### src/rtl/spi_target_pkg.sv
// Shared SPI target definitions: FSM state encoding and the transmit underrun fill byte.
package spi_target_pkg;

  typedef enum logic {
    IDLE  = 1'b0,
    SHIFT = 1'b1
  } spi_state_e;

  localparam int unsigned BYTE_W = 8;
  localparam logic [BYTE_W-1:0] UNDERRUN_FILL = 8'hFF;

endpackage

### src/rtl/spi_input_sync.sv
// Multi-flop synchronizer for one asynchronous SPI input, with a selectable reset level.
module spi_input_sync #(
  parameter int unsigned STAGES  = 2,
  parameter logic        RST_VAL = 1'b0
) (
  input  logic clk,
  input  logic rst,
  input  logic d,
  output logic q
);

  logic [STAGES-1:0] sync_ff;

  always_ff @(posedge clk or posedge rst) begin
    if (rst) begin
      sync_ff <= {STAGES{RST_VAL}};
    end else begin
      sync_ff <= {sync_ff[STAGES-2:0], d};
    end
  end

  assign q = sync_ff[STAGES-1];

endmodule

### src/rtl/spi_target.sv
// SPI target (all four modes) oversampled by the system clock, with a one-entry transmit
// holding register, byte receive strobe and sticky underrun / frame-error flags.
module spi_target
  import spi_target_pkg::*;
#(
  parameter int unsigned SYNC_STAGES = 2
) (
  input  logic        clk,
  input  logic        rst,
  input  logic        enable,
  input  logic        cpol,
  input  logic        cpha,
  input  logic        spi_clk,
  input  logic        spi_mosi,
  input  logic        spi_cs,
  output logic        spi_miso,
  output logic        spi_miso_en,
  input  logic [7:0]  tx_data,
  input  logic        tx_valid,
  output logic        tx_ready,
  output logic [7:0]  rx_data,
  output logic        rx_valid,
  output logic        busy,
  output logic        tx_underrun,
  output logic        frame_error,
  input  logic        status_clear
);

  logic       sclk_s, mosi_s, cs_s, sclk_prev;
  spi_state_e state, state_next;
  logic       sel, sel_edge, desel_edge, in_frame;
  logic       cpol_q, cpha_q;
  logic       rise, fall, lead, trail, sample_edge, shift_edge;
  logic       load, accept;
  logic [2:0] bit_cnt;
  logic [6:0] rx_shift;
  logic [7:0] tx_shift, hold_data;
  logic       hold_full;

  spi_input_sync #(.STAGES(SYNC_STAGES), .RST_VAL(1'b0)) u_sync_clk (
    .clk(clk), .rst(rst), .d(spi_clk), .q(sclk_s));
  spi_input_sync #(.STAGES(SYNC_STAGES), .RST_VAL(1'b0)) u_sync_mosi (
    .clk(clk), .rst(rst), .d(spi_mosi), .q(mosi_s));
  spi_input_sync #(.STAGES(SYNC_STAGES), .RST_VAL(1'b1)) u_sync_cs (
    .clk(clk), .rst(rst), .d(spi_cs), .q(cs_s));

  assign sel = ~cs_s & enable;

  always_comb begin
    state_next = state;
    sel_edge   = 1'b0;
    desel_edge = 1'b0;
    case (state)
      IDLE: begin
        if (sel) begin
          state_next = SHIFT;
          sel_edge   = 1'b1;
        end
      end
      SHIFT: begin
        if (!sel) begin
          state_next = IDLE;
          desel_edge = 1'b1;
        end
      end
      default: state_next = IDLE;
    endcase
  end

  // SCK edges only matter inside a frame, using the mode latched at select time.
  assign in_frame    = (state == SHIFT) && sel;
  assign rise        = sclk_s & ~sclk_prev;
  assign fall        = ~sclk_s & sclk_prev;
  assign lead        = cpol_q ? fall : rise;
  assign trail       = cpol_q ? rise : fall;
  assign sample_edge = in_frame & (cpha_q ? trail : lead);
  assign shift_edge  = in_frame & (cpha_q ? lead : trail);
  assign load        = (sel_edge & ~cpha) | (shift_edge & (bit_cnt == 3'd0));
  assign accept      = tx_valid & ~hold_full;

  always_ff @(posedge clk or posedge rst) begin
    if (rst) begin
      state     <= IDLE;
      sclk_prev <= 1'b0;
      cpol_q    <= 1'b0;
      cpha_q    <= 1'b0;
      bit_cnt   <= 3'd0;
      rx_shift  <= '0;
      rx_data   <= '0;
      rx_valid  <= 1'b0;
      tx_shift  <= '0;
      hold_data <= '0;
      hold_full <= 1'b0;
      tx_underrun <= 1'b0;
      frame_error <= 1'b0;
    end else begin
      state     <= state_next;
      sclk_prev <= sclk_s;
      rx_valid  <= 1'b0;

      if (sel_edge) begin
        cpol_q  <= cpol;
        cpha_q  <= cpha;
        bit_cnt <= 3'd0;
      end

      if (sample_edge) begin
        rx_shift <= {rx_shift[5:0], mosi_s};
        bit_cnt  <= bit_cnt + 3'd1;
        if (bit_cnt == 3'd7) begin
          rx_data  <= {rx_shift, mosi_s};
          rx_valid <= 1'b1;
        end
      end

      if (load) begin
        tx_shift <= hold_full ? hold_data : UNDERRUN_FILL;
      end else if (shift_edge) begin
        tx_shift <= {tx_shift[6:0], 1'b0};
      end

      // Acceptance only happens when empty, so it never collides with a transfer out.
      if (accept) begin
        hold_data <= tx_data;
        hold_full <= 1'b1;
      end else if (load && hold_full) begin
        hold_full <= 1'b0;
      end

      if (load && !hold_full) begin
        tx_underrun <= 1'b1;
      end else if (status_clear) begin
        tx_underrun <= 1'b0;
      end

      if (desel_edge && (bit_cnt != 3'd0)) begin
        frame_error <= 1'b1;
      end else if (status_clear) begin
        frame_error <= 1'b0;
      end
    end
  end

  assign busy        = (state == SHIFT);
  assign spi_miso_en = busy;
  assign spi_miso    = busy & tx_shift[7];
  assign tx_ready    = ~hold_full;

endmodule

### config.mk
export PLATFORM = sky130hd
export DESIGN_NAME = spi_target
export DESIGN_NICKNAME = d
export VERILOG_FILES = /design/src/rtl/spi_target_pkg.sv /design/src/rtl/spi_input_sync.sv /design/src/rtl/spi_target.sv
export SDC_FILE = /design/constraint.sdc
export NUM_CORES = 1
export LEC_CHECK = 0
export BUFFER_PORTS_ARGS = -buffer_cell sky130_fd_sc_hd__buf_2
export CAP_MARGIN = 20
export CELL_PAD_IN_SITES_DETAIL_PLACEMENT = 1
export CELL_PAD_IN_SITES_GLOBAL_PLACEMENT = 2
export CORE_UTILIZATION = 30
export DETAILED_ROUTE_END_ITERATION = 8
export HOLD_SLACK_MARGIN = 0.1
export PLACE_DENSITY = 0.61
export SLEW_MARGIN = 15
export SYNTH_ARGS = -nofsm -noshare
export SYNTH_HDL_FRONTEND = slang
export SYNTH_HIERARCHICAL = 1
export SYNTH_SLANG_ARGS = --single-unit
export TNS_END_PERCENT = 50
### constraint.sdc
create_clock -name clk -period 2.4 [get_ports clk]
set_clock_uncertainty 0.05 [all_clocks]
set_input_delay 0.12 -clock clk [delete_from_list [all_inputs] [get_ports clk]]
set_output_delay 0.12 -clock clk [all_outputs]
set_load 0.03 [all_outputs]
# Word-level counts from Yosys, hierarchy flattened
# Cells that the tools add are included.
classes:
  muxes: 20
  n_shift: 0
  addsub: 1
  magnitude_cmp: 0
  mul: 0
  n_div: 0
  n_eq_ne: 1
  bitwise_logic: 15
  n_reduce_logical: 13
ops:
  columns: ["cell", "n"]
  rows:
  - ["$mux 8", 3]
  - ["$mux 1", 15]
  - ["$reduce_bool 2->1", 5]
  - ["$and 1x1->1", 9]
  - ["$mux 3", 2]
  - ["$not 1->1", 5]
  - ["$logic_and 1x1->1", 4]
  - ["$add 3x1->3 const B", 1]
  - ["$eq 3x3->1 const B", 1]
  - ["$logic_not 3->1", 1]
  - ["$reduce_bool 3->1", 1]
  - ["$reduce_and 2->1", 1]
  - ["$logic_not 1->1", 1]
  - ["$or 1x1->1", 1]
totals:
  n_memories: 0
  wordCells: 66
  latchBits: 0
  register_bits: 48
  romBits: 0
  ramBits: 0

# Longest topological paths before layout
logic_depth:
  word_depth: 10
  mapped_depth: 7
  ltp_nobuf: 6

# Cells and area by module
# Netlist, hierarchy kept.
by_module_without_submodules:
  columns: ["module", "cells_each", "area_each_um2", "seq_area_each_um2", "n_inst"]
  rows:
  - ["spi_target", 135, 1841.8, 1051.0, 1]
  - ["spi_input_sync at u_sync_clk ...", 3, 53.8, 50.0, 2]
  - ["spi_input_sync at u_sync_cs", 3, 56.3, 52.6, 1]

# Worst setup path before layout
# Ideal clock, no wire load.
synth_path:
  path_type: "reg2reg"
  from: "reg state, in the netlist busy"
  to: "reg tx_shift[0]"
  period_less_slack_ns: 1.757
  path_buffers: 0
  setup_time_ns: 0.125
  arrival_ns: 1.583
  slack_ns: 0.643
  stages_incl_launch_ff: 5
  path_cell_list: "dfrtp_1 -> inv_1 -> a21o_1 -> a21oi_4 -> mux2_2"
synth_between:
  elab_chain_len: 5
synth_lines:
  columns: ["element", "line", "source"]
  rows:
  - ["start, declared", "spi_target.sv:30", "spi_state_e state, state_next;"]
  - ["start signal, assigned", "spi_target.sv:97", "state <= state_next;"]
  - ["$logic_and 1x1->1", "spi_target.sv:71", "assign in_frame = (state == SHIFT) && sel;"]
  - ["$and 1x1->1", "spi_target.sv:77", "assign shift_edge = in_frame & (cpha_q ? lead : trail);"]
  - ["$and 1x1->1", "spi_target.sv:78", "assign load = (sel_edge & ~cpha) | (shift_edge & (bit_cnt == 3'd0));"]
  - ["$or 1x1->1", "spi_target.sv:78", null]
  - ["$mux 8 / $reduce_bool 2->1 (equally long branches)", null, null]
  - ["end signal, assigned", "spi_target.sv:117", "tx_shift <= hold_full ? hold_data : UNDERRUN_FILL;"]
  - ["end signal, assigned", "spi_target.sv:119", "tx_shift <= {tx_shift[6:0], 1'b0};"]
  - ["end, declared", "spi_target.sv:37", "logic [7:0] tx_shift, hold_data;"]
# Several ways; a longest one is shown, not always the timed one.
# A chain may end at the register's enable or synchronous reset.

# Worst setup path in the final report
layout_path:
  from: "reg cpha_q"
  to: "reg rx_shift[3]"
layout_between:
  elab_chain_len: 2
layout_lines:
  columns: ["element", "line", "source"]
  rows:
  - ["start, declared", "spi_target.sv:32", "logic cpol_q, cpha_q;"]
  - ["start signal, assigned", "spi_target.sv:103", "cpha_q <= cpha;"]
  - ["$mux 1", "spi_target.sv:76", "assign sample_edge = in_frame & (cpha_q ? trail : lead);"]
  - ["$and 1x1->1", "spi_target.sv:76", null]
  - ["end signal, assigned", "spi_target.sv:108", "rx_shift <= {rx_shift[5:0], mosi_s};"]
  - ["end, declared", "spi_target.sv:36", "logic [6:0] rx_shift;"]
# Every way passes these cells.

==> metrics.md <==
| Metric | Value |
|---|---|
| Status | `completed` |
| Max Cap Violations | `0` |
| RD Place Congestion | `0.689` |
| GR Overflow Total | `0` |
| CP required | `2.53 ns` |
| Post-route ant nets | `0` |
| Logic pwr share | `18.7%` |
| Largest net degree at the start of global routing | `27` |
| Antenna cell count | `0` |
| Fmax | `530 MHz` |
| Worst-path fanout max | `10` |
| Num rows | `29` |
| Clock root cell | `clkbuf_8` |
| Drt first-iter violations | `30` |
| Post-DR vias/cell | `4.51` |
| Clock Sinks | `48` |
| Initial antenna violation count | `0` |
| Clock share of power | `28.8%` |
| Crit path capture type | `flop` |
| Mean post-synth cell area | `13.9 µm²` |
| Die area | `0.00702 mm²` |
| Skew-Pair Late Insertion Delay | `0.30 ns` |
| # H-tree levels | `2` |
| HP Class | `in -> reg` |
| TritonCTS Buffers | `5` |
| Crit path to | `rx_shift[3]$_DFFE_PP0P_` |
| Dpl cell area | `0.00225 mm²` |
| Hold Violations, Final | `0` |
| Maximum VDD drop | `0.270 mV` |
| Leak | `1.24 nW` |
| Power per cell area | `781 mW/mm²` |
| Starting Density | `31.4%` |
| Worst R2R Start | `cpha_q$_DFFE_PP0N_` |
| Cell area after synthesis | `0.00201 mm²` |
| Clk slew on worst S/H paths | `0.09 ns` |
| Final period utilization | `78.7%` |
| Sw Share | `25.5%` |
| Area Growth Syn to Fin | `25.1%` |
| Worst Reg-to-Reg Cells | `4` |
| Final setup fails | `0` |
| Int Power | `1.46 mW` |
| NetSw | `0.499 mW` |
| Io pins | `33` |
| Yosys warnings | `6` |
| FF-to-FF End | `rx_shift[3]$_DFFE_PP0P_` |
| First-pass GRT wire length | `6470 µm` |
| Synth Register Bits | `48` |
| Critical Path Source | `cpha_q$_DFFE_PP0N_` |
| Detailed Place HPWL | `2780 µm` |
| Nets | `216` |
| CP arrival | `2.02 ns` |
| Syn nets | `165` |
| Worst-margin pin slew | `0.756 ns` |
| Final setup TNS | `0 ns` |
| Leading area contributor after synthesis | `dfrtp_1` |
| Core box area | `0.00639 mm²` |
| # DRC | `0` |
| Clk buf depth | `2` |
| Input/output buffers | `32` |
| R2R setup slack | `0.51 ns` |
| TritonCTS clock tree | `yes` |
| Placed Cells | `250` |
| DRT Wirelength | `3830 µm` |
| Final Cell Area | `0.00251 mm²` |
| Vias in the first global route | `1315` |
| Yosys top cell area share | `57.4%` |
| Mapped Cells | `144` |
| Die Span Y | `83.8 µm` |
| Tmin final | `1.89 ns` |
| Vias | `1230` |
| Startpoint Class | `flop` |
| Relative slew slack | `49.6%` |
| RSZ-0062 raised after global routing | `no` |
| Pins Over Slew Limit | `0` |
| Worst setup path category | `reg -> reg` |
| Fin cells | `273` |
| Fin util | `39.3%` |
| Ranking of synthesized cells by area | `dfrtp_1 57%, mux2_2 16%, mux2i_1 6.0%` |
| Share of post-route cells with drive strength above 1 | `38.3%` |
| Wirelength per Cell | `14.0 µm` |
| Chip width | `83.8 µm` |
| Drt first pass iters | `3` |
| Distinct cells, synth | `26` |
| Share of total power in sequential cells | `52.5%` |
| GRT Total Usage | `11.8%` |
| Seq/Total Area, Yosys | `60.0%` |
[worst min path at each step]
stage | endpoint | cells past startpoint | slack, ns | start
floorplan | u_sync_clk/sync_ff[0]$_DFF_PP0_ | 1 | -0.19 | rst
global placement | u_sync_clk/sync_ff[0]$_DFF_PP0_ | 2 | -0.04 | rst
detailed placement | u_sync_mosi/sync_ff[0]$_DFF_PP0_ | 2 | -0.04 | rst
CTS | frame_error$_DFFE_PP0P_ | 3 | 0.13 | status_clear
global route | frame_error$_DFFE_PP0P_ | 3 | 0.14 | status_clear
finish | frame_error$_DFFE_PP0P_ | 3 | 0.12 | status_clear
[synth_stat cells]
| library cell | number |
|---|---|
| nand2b_1 | 6 |
| a31oi_1 | 1 |
| o31a_1 | 1 |
| a32o_1 | 2 |
| dfstp_2 | 2 |
| mux2i_1 | 12 |
| buf_6 | 2 |
| o21ai_0 | 2 |
| a21o_1 | 1 |
| mux2_2 | 28 |
| ha_1 | 3 |
| mux2_4 | 2 |
| and4_4 | 1 |
| a21oi_4 | 1 |
| xnor2_1 | 1 |
| nor2_1 | 6 |
| nand2_1 | 1 |
| buf_2 | 1 |
| inv_1 | 16 |
| nor2b_1 | 3 |
| and3_1 | 1 |
| clkbuf_1 | 1 |
| buf_4 | 1 |
| a21oi_1 | 1 |
| a22o_1 | 2 |
| dfrtp_1 | 46 |
[metal layers]
metal | track usage (%) | wire, µm | up-vias
li1 | - | - | 581
met1 | 14.9 | 1700 | 618
met2 | 19.4 | 1910 | 25
met3 | 3.46 | 166 | 6
met4 | 4.16 | 54 | 0
met5 | 0 | 0 | -
[per-stage QoR]
| stage | worst slack, ns | power, mW | hold slack, ns |
|---|---|---|---|
| floorplan | 0.643 | 1.29 | -0.189 |
| global placement | 0.562 | 1.38 | -0.0442 |
| detailed placement | 0.508 | 1.40 | -0.0431 |
| CTS | 0.495 | 2.00 | 0.129 |
| global route | 0.405 | 2.08 | 0.137 |
| finish | 0.512 | 1.96 | 0.124 |
[cell families (layout without fill, tap and decap cells)]
family                   count (synthesis)  in the layout  share of synthesized area [%]
XOR/XNOR                                 1              1                          0.437
buffers and inverters                   21             73                           4.93
AO/OA/AOI/OAI                           11             11                           4.55
adder cells (fa/ha/maj)                  3              3                           1.87
flip-flops                              48             48                           60.0
AND/OR/NAND/NOR                         18             18                           4.99
multiplexers                            42             42                           23.2
[critical path, cell delays in order, from the launching register on]
cell	delay, ns
dfrtp_1	0.40
xnor2_1	0.29
mux2_4	0.22
and3_1	0.43
mux2_2	0.39
[power groups by stage]
stage | Sequential [mW] | Clock, mW | Combinational, mW
after floorplan | 1.03 | 0 | 0.269
after global placement | 1.04 | 0 | 0.339
after detailed placement | 1.05 | 0 | 0.356
after CTS | 1.03 | 0.593 | 0.376
after global routing | 1.05 | 0.623 | 0.409
final | 1.03 | 0.564 | 0.366
[area by class of cell]
class	count	area, µm²
fillers	685	3880
flip-flops and latches	48	1200
multi-input cells	75	703
repair buffers	49	338
well taps	77	96.3
clock buffers	6	72.6
inverters	16	60.1
clock inverters	2	35.0
[timing repair]
| item | CTS | global route |
|---|---|---|
| gates resized for setup | 0 | 0 |
| hold buffers | 15 | 0 |
| hold endpoints to repair | 36 | 0 |
| endpoints found under the setup margin | 0 | 0 |
| setup buffers | 0 | 0 |
[layout by cell type (no fill, tap or decap)]
master and count:
nor2b_1 3, dlygate4sd3_1 15, clkinv_2 1, o21ai_0 2, a22o_1 2, o31a_1 1
ha_1 3, a31oi_1 1, buf_2 32, xnor2_1 1, dfstp_2 2, mux2i_1 12
a21oi_4 1, a32o_1 2, a21o_1 1, a21oi_1 1, nand2b_1 6, mux2_4 2
clkbuf_1 1, buf_4 1, nor2_1 6, mux2_2 28, and4_4 1, inv_1 16
buf_12 1, clkbuf_8 5, and3_1 1, dfrtp_1 46, nand2_1 1, bufinv_16 1
[state kept, by name, indices dropped and copies added (netlist names)]
name	cells
bit_cnt	3
busy	1
cpha_q	1
cpol_q	1
frame_error	1
hold_data	8
hold_full	1
rx_data	8
rx_shift	7
rx_valid	1
sclk_prev	1
tx_shift	8
tx_underrun	1
u_sync_clk/sync_ff	2
u_sync_cs/sync_ff	2
u_sync_mosi/sync_ff	2
Power figures use the tool's default switching activity.
